[config.mk]
export PLATFORM = sky130hd
export DESIGN_NAME = seq_ctrl
export DESIGN_NICKNAME = d
export VERILOG_FILES = /design/src/rtl/seq_pkg.sv /design/src/rtl/seq_decode.sv /design/src/rtl/seq_ctrl.sv
export SDC_FILE = /design/constraint.sdc
export NUM_CORES = 1
export LEC_CHECK = 0
export CORE_MARGIN = 2
export CORE_UTILIZATION = 54
export CTS_CLUSTER_SIZE = 30
export DETAILED_ROUTE_END_ITERATION = 6
export PLACE_DENSITY = 0.84
export SYNTH_ARGS = -nofsm -noshare
export SYNTH_HDL_FRONTEND = slang
export SYNTH_SLANG_ARGS = --single-unit
[constraint.sdc]
create_clock -name clk -period 3.35 [get_ports clk]
set_input_delay 0.67 -clock clk [delete_from_list [all_inputs] [get_ports clk]]
set_output_delay 0.67 -clock clk [all_outputs]
set_load 0.03 [all_outputs]
[src/rtl/seq_pkg.sv]
// Shared encodings for the fetch/decode/execute sequencer: opcodes, ALU
// operation codes and FSM states.
package seq_pkg;

  localparam int PC_W_DEF = 8;

  localparam logic [3:0] OP_NOP = 4'h0;
  localparam logic [3:0] OP_LDI = 4'h1;
  localparam logic [3:0] OP_ADD = 4'h2;
  localparam logic [3:0] OP_SUB = 4'h3;
  localparam logic [3:0] OP_AND = 4'h4;
  localparam logic [3:0] OP_OR  = 4'h5;
  localparam logic [3:0] OP_JMP = 4'h6;
  localparam logic [3:0] OP_JZ  = 4'h7;
  localparam logic [3:0] OP_HLT = 4'hF;

  localparam logic [2:0] ALU_PASSA = 3'd0;
  localparam logic [2:0] ALU_PASSB = 3'd1;
  localparam logic [2:0] ALU_ADD   = 3'd2;
  localparam logic [2:0] ALU_SUB   = 3'd3;
  localparam logic [2:0] ALU_AND   = 3'd4;
  localparam logic [2:0] ALU_OR    = 3'd5;

  typedef enum logic [2:0] {
    ST_IDLE    = 3'd0,
    ST_FETCH   = 3'd1,
    ST_DECODE  = 3'd2,
    ST_OPERAND = 3'd3,
    ST_SELECT  = 3'd4,
    ST_EXEC    = 3'd5,
    ST_HALT    = 3'd6
  } state_e;

endpackage

[src/rtl/seq_decode.sv]
// Combinational opcode classifier, shared by the DECODE, OPERAND and EXEC
// steps of the sequencer.
module seq_decode
  import seq_pkg::*;
(
  input  logic [3:0] opcode,
  output logic       two_byte,
  output logic       is_alu,
  output logic [2:0] alu_op,
  output logic       is_jump,
  output logic       is_halt,
  output logic       is_illegal
);

  always_comb begin
    two_byte   = 1'b0;
    is_alu     = 1'b0;
    alu_op     = ALU_PASSA;
    is_jump    = 1'b0;
    is_halt    = 1'b0;
    is_illegal = 1'b0;
    case (opcode)
      OP_NOP: ;
      // LDI is a two-byte op that ends in EXEC passing the immediate through B
      OP_LDI: begin two_byte = 1'b1; alu_op = ALU_PASSB; end
      OP_ADD: begin is_alu = 1'b1; alu_op = ALU_ADD; end
      OP_SUB: begin is_alu = 1'b1; alu_op = ALU_SUB; end
      OP_AND: begin is_alu = 1'b1; alu_op = ALU_AND; end
      OP_OR:  begin is_alu = 1'b1; alu_op = ALU_OR;  end
      OP_JMP: begin two_byte = 1'b1; is_jump = 1'b1; end
      OP_JZ:  begin two_byte = 1'b1; is_jump = 1'b1; end
      OP_HLT: is_halt = 1'b1;
      default: is_illegal = 1'b1;
    endcase
  end

endmodule

[src/rtl/seq_ctrl.sv]
// Fetch/decode/execute sequencer driving ROM address, DataSelect, register
// file, ALU opcode and accumulator strobe. Optional macro SEQ_SINGLE_STEP_EN.
module seq_ctrl
  import seq_pkg::*;
#(
  parameter int              PC_W   = PC_W_DEF,
  parameter logic [PC_W-1:0] RST_PC = '0
) (
  input  logic            clk,
  input  logic            rst_n,
`ifdef SEQ_SINGLE_STEP_EN
  input  logic            step,
`endif
  input  logic            run,
  input  logic [7:0]      rom_data,
  input  logic            zero,
  output logic [PC_W-1:0] pc,
  output logic            sel_b,
  output logic [3:0]      reg_addr,
  output logic [2:0]      alu_op,
  output logic            acc_we,
  output logic            halted,
  output logic            illegal
);

  state_e          state, state_nxt;
  logic [7:0]      ir, ir_nxt;
  logic [PC_W-1:0] pc_nxt;
  logic            sel_b_nxt, acc_we_nxt, halted_nxt, illegal_nxt;
  logic [3:0]      reg_addr_nxt;
  logic [2:0]      alu_op_nxt;
  logic            fetch_go;

  logic       dec_two_byte, dec_is_alu, dec_is_jump, dec_is_halt, dec_is_illegal;
  logic [2:0] dec_alu_op;

  seq_decode u_decode (
    .opcode     (ir[7:4]),
    .two_byte   (dec_two_byte),
    .is_alu     (dec_is_alu),
    .alu_op     (dec_alu_op),
    .is_jump    (dec_is_jump),
    .is_halt    (dec_is_halt),
    .is_illegal (dec_is_illegal)
  );

`ifdef SEQ_SINGLE_STEP_EN
  assign fetch_go = step;
`else
  assign fetch_go = 1'b1;
`endif

  always_ff @(posedge clk or negedge rst_n) begin
    if (!rst_n) begin
      state    <= ST_IDLE;
      pc       <= RST_PC;
      ir       <= '0;
      sel_b    <= 1'b0;
      reg_addr <= '0;
      alu_op   <= ALU_PASSA;
      acc_we   <= 1'b0;
      halted   <= 1'b0;
      illegal  <= 1'b0;
    end else begin
      state    <= state_nxt;
      pc       <= pc_nxt;
      ir       <= ir_nxt;
      sel_b    <= sel_b_nxt;
      reg_addr <= reg_addr_nxt;
      alu_op   <= alu_op_nxt;
      acc_we   <= acc_we_nxt;
      halted   <= halted_nxt;
      illegal  <= illegal_nxt;
    end
  end

  // alu_op/acc_we default to idle so they are only live during the EXEC cycle
  always_comb begin
    state_nxt    = state;
    pc_nxt       = pc;
    ir_nxt       = ir;
    sel_b_nxt    = sel_b;
    reg_addr_nxt = reg_addr;
    alu_op_nxt   = ALU_PASSA;
    acc_we_nxt   = 1'b0;
    halted_nxt   = halted;
    illegal_nxt  = illegal;
    case (state)
      ST_IDLE: if (run) state_nxt = ST_FETCH;
      ST_FETCH: begin
        if (!run) begin
          state_nxt = ST_IDLE;
        end else if (fetch_go) begin
          ir_nxt    = rom_data;
          pc_nxt    = pc + 1'b1;
          state_nxt = ST_DECODE;
        end
      end
      ST_DECODE: begin
        if (dec_two_byte) begin
          state_nxt = ST_OPERAND;
        end else if (dec_is_alu) begin
          reg_addr_nxt = ir[3:0];
          sel_b_nxt    = 1'b0;
          state_nxt    = ST_SELECT;
        end else if (dec_is_halt) begin
          halted_nxt = 1'b1;
          state_nxt  = ST_HALT;
        end else begin
          if (dec_is_illegal) illegal_nxt = 1'b1;
          state_nxt = ST_FETCH;
        end
      end
      ST_OPERAND: begin
        // zero is taken as-is: it already reflects the most recent EXEC
        if (dec_is_jump) begin
          if (ir[7:4] == OP_JZ && !zero) pc_nxt = pc + 1'b1;
          else                           pc_nxt = PC_W'(rom_data);
          state_nxt = ST_FETCH;
        end else begin
          pc_nxt    = pc + 1'b1;
          sel_b_nxt = 1'b1;
          state_nxt = ST_SELECT;
        end
      end
      ST_SELECT: begin
        alu_op_nxt = dec_alu_op;
        acc_we_nxt = 1'b1;
        state_nxt  = ST_EXEC;
      end
      ST_EXEC: begin
        sel_b_nxt = 1'b0;
        state_nxt = ST_FETCH;
      end
      ST_HALT: state_nxt = ST_HALT;
      default: state_nxt = ST_IDLE;
    endcase
  end

endmodule

==> metrics.yaml, run 1 <==
post_cts_buffers: 0
power_per_cell_area_nw_per_um2: 935
wl_mm: 3.03
yosysMostFrequentCell: "dfrtp_1"
clockRootBuffer: "clkbuf_4"
ant_nets: 0
cts_hold_buffers: 0
diodes: 0
synthTopCellsByArea: "dfrtp_1 (50%), mux2_2 (8.3%), mux2i_1 (4.0%), a2bb2oi_1 (2.3%), o21ai_0 (2.3%)"
highest_layer: "met4"
crit_start: "pc[2]"
drt-met1-wl_mm: 1.27
area_growth_pct: 25.0
start_util: 0.556
grt_pass1_wl_mm: 5.26
timing.rr.end: "pc[3]"
multi_input_area_sq_um: 653
clk_pin_slew_worst_paths_ps: 110
cts_buffers: 5
rsz0062_at_grt: "false"
via_per_inst: 5.89
firstDrtPassIters: 4
wl_met3_um: 141
syn_nets: 146
yosys.area.top_type: "dfrtp_1"
drc: 0
gp_congestion: 0.788
drt_iter0_markers: 38
die_x_um: 56.6
p_leak_nw: 0.823
hold_violations: 0
clock_path_buffers: 2
yosysUniqueCellTypes: 43
finalWorstSetupSlack_ps: 1160
r2r_cells: 4
hold_path.class: "flip-flop to flip-flop"
endpoint: "pc[2]"
outcome: "finished, final reports clean"
fp.dieH_um: 56.6
reg2reg_from: "ir[6]"
power_mw: 1.74
slew_violations: 0
path_buf_inv: 1
gr-usage-all-layers: 0.214
yosysWarnings: 0
cts_max_level: 2
whs_ps: 490
start_kind: "flip-flop"
ys_ff_latch: 30
slowest_delay_ps: 730
cts_resized: 0
cts_sinks: 30
dieArea_sq_um: 3200
setup_tns_ps: 0
ir_drop_uv: 676
path_class: "flip-flop to output port"
wl_per_cell_um: 15.4
layout.nets: 178
synth_area_per_cell_sq_um: 11.2
place_hpwl_mm: 2.17
grt_pass1_vias: 1104
grt_max_degree: 31
core-area_sq_um: 2690
clock.fmax_mhz: 457
wl_met2_mm: 1.56
skew_ps: 13.4
synth_edf_count: 0
syn_inst: 133
min_period_over_period: 0.653
rows: 19
crit_chain: "clkdlybuf4s50_1"
ios: 31
vias: 1161
synthFlopType: "dfrtp_1"
worstPathArrival_ps: 1520
place_ws_ps: 1080
required_ps: 2680
crit_slowest_cell: "clkdlybuf4s50_1"
num-fill-cells: 200
final_cell_area_sq_um: 1870
synthTopCellsByCount: "dfrtp_1 (30), mux2_2 (11), inv_1 (8), nand2_1 (8), o21ai_0 (7)"
relSlewSlack: 0.568
worst_setup_path_end_kind: "output port"
cp.depth: 1
ys_seq_area_frac: 0.503
clkLatencyLatePin_ps: 330
yosysTopAreaCellShare: 0.503
postPlaceCellArea_sq_um: 1790
tightest_slew_ps: 643
maxCapViolCount: 0
port_buffers: 30
postSynth.asyncResetShare: 1.00
critPathTopFamily: "buffers and inverters"
layout_min_cycle_time_ps: 2190
cts_tree: "yes"
rrSetupSlack_ps: 1540
path_max_fanout: 7
register_area_sq_um: 751
drive_gt1_frac: 0.163
finalSetupViolCount: 0
grt_overflow: 0
synth.cell_area_sq_um: 1490
antenna_found_initial: 0
worst min path at each step:
| stage | slack, ps | from | cells after the start | end |
|---|---|---|---|---|
| floorplan | 370 | rst_n | 0 | acc_we |
| global placement | 450 | halted | 1 | halted |
| detailed placement | 460 | halted | 1 | halted |
| CTS | 490 | halted | 1 | halted |
| global route | 510 | halted | 1 | halted |
| finish | 490 | halted | 1 | halted |
where the power goes:
part / leakage (nW) / total, mW / switching, mW / internal [mW]
clock network: 0.0450 / 0.285 / 0.130 / 0.155
registers: 0.379 / 0.697 / 0.187 / 0.511
logic: 0.400 / 0.762 / 0.402 / 0.360
cell usage in the layout (no fill, tap or decap), types with 5 or more instances in the layout:
master,n
mux2_2,11
mux2i_1,6
clkbuf_4,5
inv_1,8
clkdlybuf4s50_1,30
a21oi_1,6
nand3_1,5
o21ai_0,7
dfrtp_1,30
nand2_1,8
state kept, by name, indices dropped and copies added, names as in the netlist:
name and count:
halted 1, illegal 1, reg_addr 4, state 3
alu_op 3, sel_b 1, ir 8, acc_we 1
pc 8
per-stage QoR:
stage / utilization / std cells
2_1_floorplan: - / 133
3_3_place_gp: 0.666 / 189
3_5_place_dp: 0.666 / 189
4_1_cts: 0.694 / 197
5_1_grt: 0.694 / 197
6_report: 0.694 / 197
cell type report:
cell class,count,share of cell area
Clock inverter,3,0.0215
Sequential cell,30,0.402
Timing Repair Buffer,32,0.169
Clock buffer,5,0.0201
Inverter,8,0.0161
Tap cell,31,0.0208
Multi-Input combinational cell,88,0.350
routing by layer:
metal	global-route usage	vias to the layer above
met5	0	-
met4	0.0986	0
met3	0.0599	7
met2	0.329	32
met1	0.280	573
li1	-	549
logic make-up after synthesis:
logic type	count (synthesis)	synth area share
AND/OR/NAND/NOR	40	0.163
flip-flops	30	0.503
AO/OA/AOI/OAI	29	0.137
multiplexers	17	0.123
buffers and inverters	15	0.0595
XOR/XNOR	1	0.00587
adder cells (fa/ha/maj)	1	0.00838
(Power assumes the default switching activity.)
==> inputs of run 2 (changes only) <==
--- a/config.mk
+++ b/config.mk
@@ -6,10 +6,10 @@
 export NUM_CORES = 1
 export LEC_CHECK = 0
 export CORE_MARGIN = 2
-export CORE_UTILIZATION = 54
+export CORE_UTILIZATION = 45
 export CTS_CLUSTER_SIZE = 30
 export DETAILED_ROUTE_END_ITERATION = 6
-export PLACE_DENSITY = 0.84
+export PLACE_DENSITY = 0.74
 export SYNTH_ARGS = -nofsm -noshare
 export SYNTH_HDL_FRONTEND = slang
 export SYNTH_SLANG_ARGS = --single-unit
==> constraint.sdc (replaced) <==
create_clock -name clk -period 1.99 [get_ports clk]
set_input_delay 0.398 -clock clk [delete_from_list [all_inputs] [get_ports clk]]
set_output_delay 0.398 -clock clk [all_outputs]
set_load 0.03 [all_outputs]
==> metrics.yaml, run 2 (same netlist as run 1, synthesis figures left out) <==
maxCapViolCount: 0
drt_iter0_markers: 37
ir_drop_uv: 779
gr-usage-all-layers: 0.200
drc: 0
setup_tns_ps: 0
grt_pass1_wl_mm: 5.41
ios: 31
slowest_delay_ps: 710
path_max_fanout: 8
final_util: 0.621
ant_nets: 0
path_class: "flip-flop to output port"
clockRootBuffer: "clkbuf_4"
finalSetupViolCount: 0
port_buffers: 30
timing.rr.end: "pc[3]"
via_per_inst: 5.31
rsz0062_at_grt: "false"
required_ps: 1590
skew_ps: 4.93
cts_max_level: 2
grt_pass1_vias: 1159
rows: 20
worst_setup_path_end_kind: "output port"
crit_slowest_cell: "clkdlybuf4s50_1"
cts_sinks: 30
cts_tree: "yes"
dieArea_sq_um: 3790
hold_path.class: "input pin to async pin"
reg2reg_from: "state[2]"
vias: 1146
firstDrtPassIters: 4
core-area_sq_um: 3100
clkLatencyLatePin_ps: 330
drive_gt1_frac: 0.192
reg.largest.list: "ir (8), pc (8), reg_addr (4)"
place_hpwl_mm: 2.21
wl_per_cell_um: 14.2
worstPathArrival_ps: 1520
relSlewSlack: 0.757
clk_pin_slew_worst_paths_ps: 90
grt_max_degree: 31
wl_mm: 3.07
post_cts_buffers: 0
clock.fmax_mhz: 521
min_period_over_period: 0.965
hold_violations: 0
final_cells: 216
start_util: 0.481
fp.dieH_um: 61.6
p_leak_nw: 0.854
critPathTopFamily: "buffers and inverters"
tightest_slew_ps: 360
grt_overflow: 0
cp.depth: 1
cts_hold_buffers: 0
power_per_cell_area_nw_per_um2: 1540
r2r_cells: 4
diodes: 0
path_buf_inv: 1
layout.nets: 184
slew_violations: 0
rrSetupSlack_ps: 260
die_x_um: 61.6
start_kind: "flip-flop"
antenna_found_initial: 0
clock_path_buffers: 2
cts_resized: 0
area_growth_pct: 29.2
outcome: "finished, final reports clean"
crit_chain: "clkdlybuf4s50_1"
layout_min_cycle_time_ps: 1920
cts_buffers: 5
gp_congestion: 0.788
mostFrequentLayoutCells: "dfrtp_1 (30), clkdlybuf4s50_1 (30), mux2_2 (11)"
dp_cells: 208
run 2: changes by cell type in the layout (fill, tap and decap cells not counted):
cell,delta
bufinv_16,-1
clkinv_2,-2
clkbuf_8,+3
buf_4,+6
run 2: how the worst max path moves through the flow:
stage	start	end	slack, ps
2_1_floorplan	pc[2]	pc[7]	270
3_3_place_gp	zero	pc[3]	6
3_5_place_dp	zero	pc[3]	-7
4_1_cts	pc[4]	pc[4]	40
5_1_grt	pc[4]	pc[4]	10
6_report	pc[4]	pc[4]	70
run 2: stage by stage:
| stage | area (sq um) | power, mW | worst slack (ps) | hold slack, ps |
|---|---|---|---|---|
| 5_1_grt | 1930 | 3.17 | 11.6 | 479 |
| 2_1_floorplan | 1490 | 2.01 | 271 | 102 |
| 6_report | 1930 | 2.98 | 69.6 | 443 |
| 4_1_cts | 1930 | 3.00 | 43.5 | 456 |
| 3_5_place_dp | 1850 | 2.54 | -7.07 | 456 |
| 3_3_place_gp | 1850 | 2.50 | 5.59 | 449 |
run 2: power by group:
group          internal (mW)  total [mW]  switching [mW]
sequential             0.861        1.10           0.243
combinational          0.665        1.42           0.757
clock                  0.241       0.451           0.210
total                   1.77        2.98            1.21
run 2: layout make-up:
cell class                 count  area (sq um)
sequential                    30           751
timing repair buffer          38           360
inverter                       8          30.0
fill                         281          1170
tap                           44          55.1
multi-input combinational     88           653
clock buffer                   8          78.8
run 2: routing by layer:
metal  part of all wire  track usage
met5                  0            0
met4              0.024        0.116
met3              0.036       0.0462
met2               0.48        0.295
met1               0.46        0.269
==> inputs of run 3 (changes only) <==
==> constraint.sdc (replaced) <==
create_clock -name clk -period 1.99 [get_ports clk]
set_input_delay 0.398 -clock clk [delete_from_list [all_inputs] [get_ports clk]]
set_output_delay 0.398 -clock clk [all_outputs]
set_load 0.02 [all_outputs]
==> results of run 3 <==
Same layout as run 2 (identical final DEF). Status: finished, final reports clean.
Main changes from that run: setup slack after layout 69.6 ps -> 136 ps; total power 2.98 mW -> 2.87 mW; worst IR drop on VDD 779 uV -> 725 uV
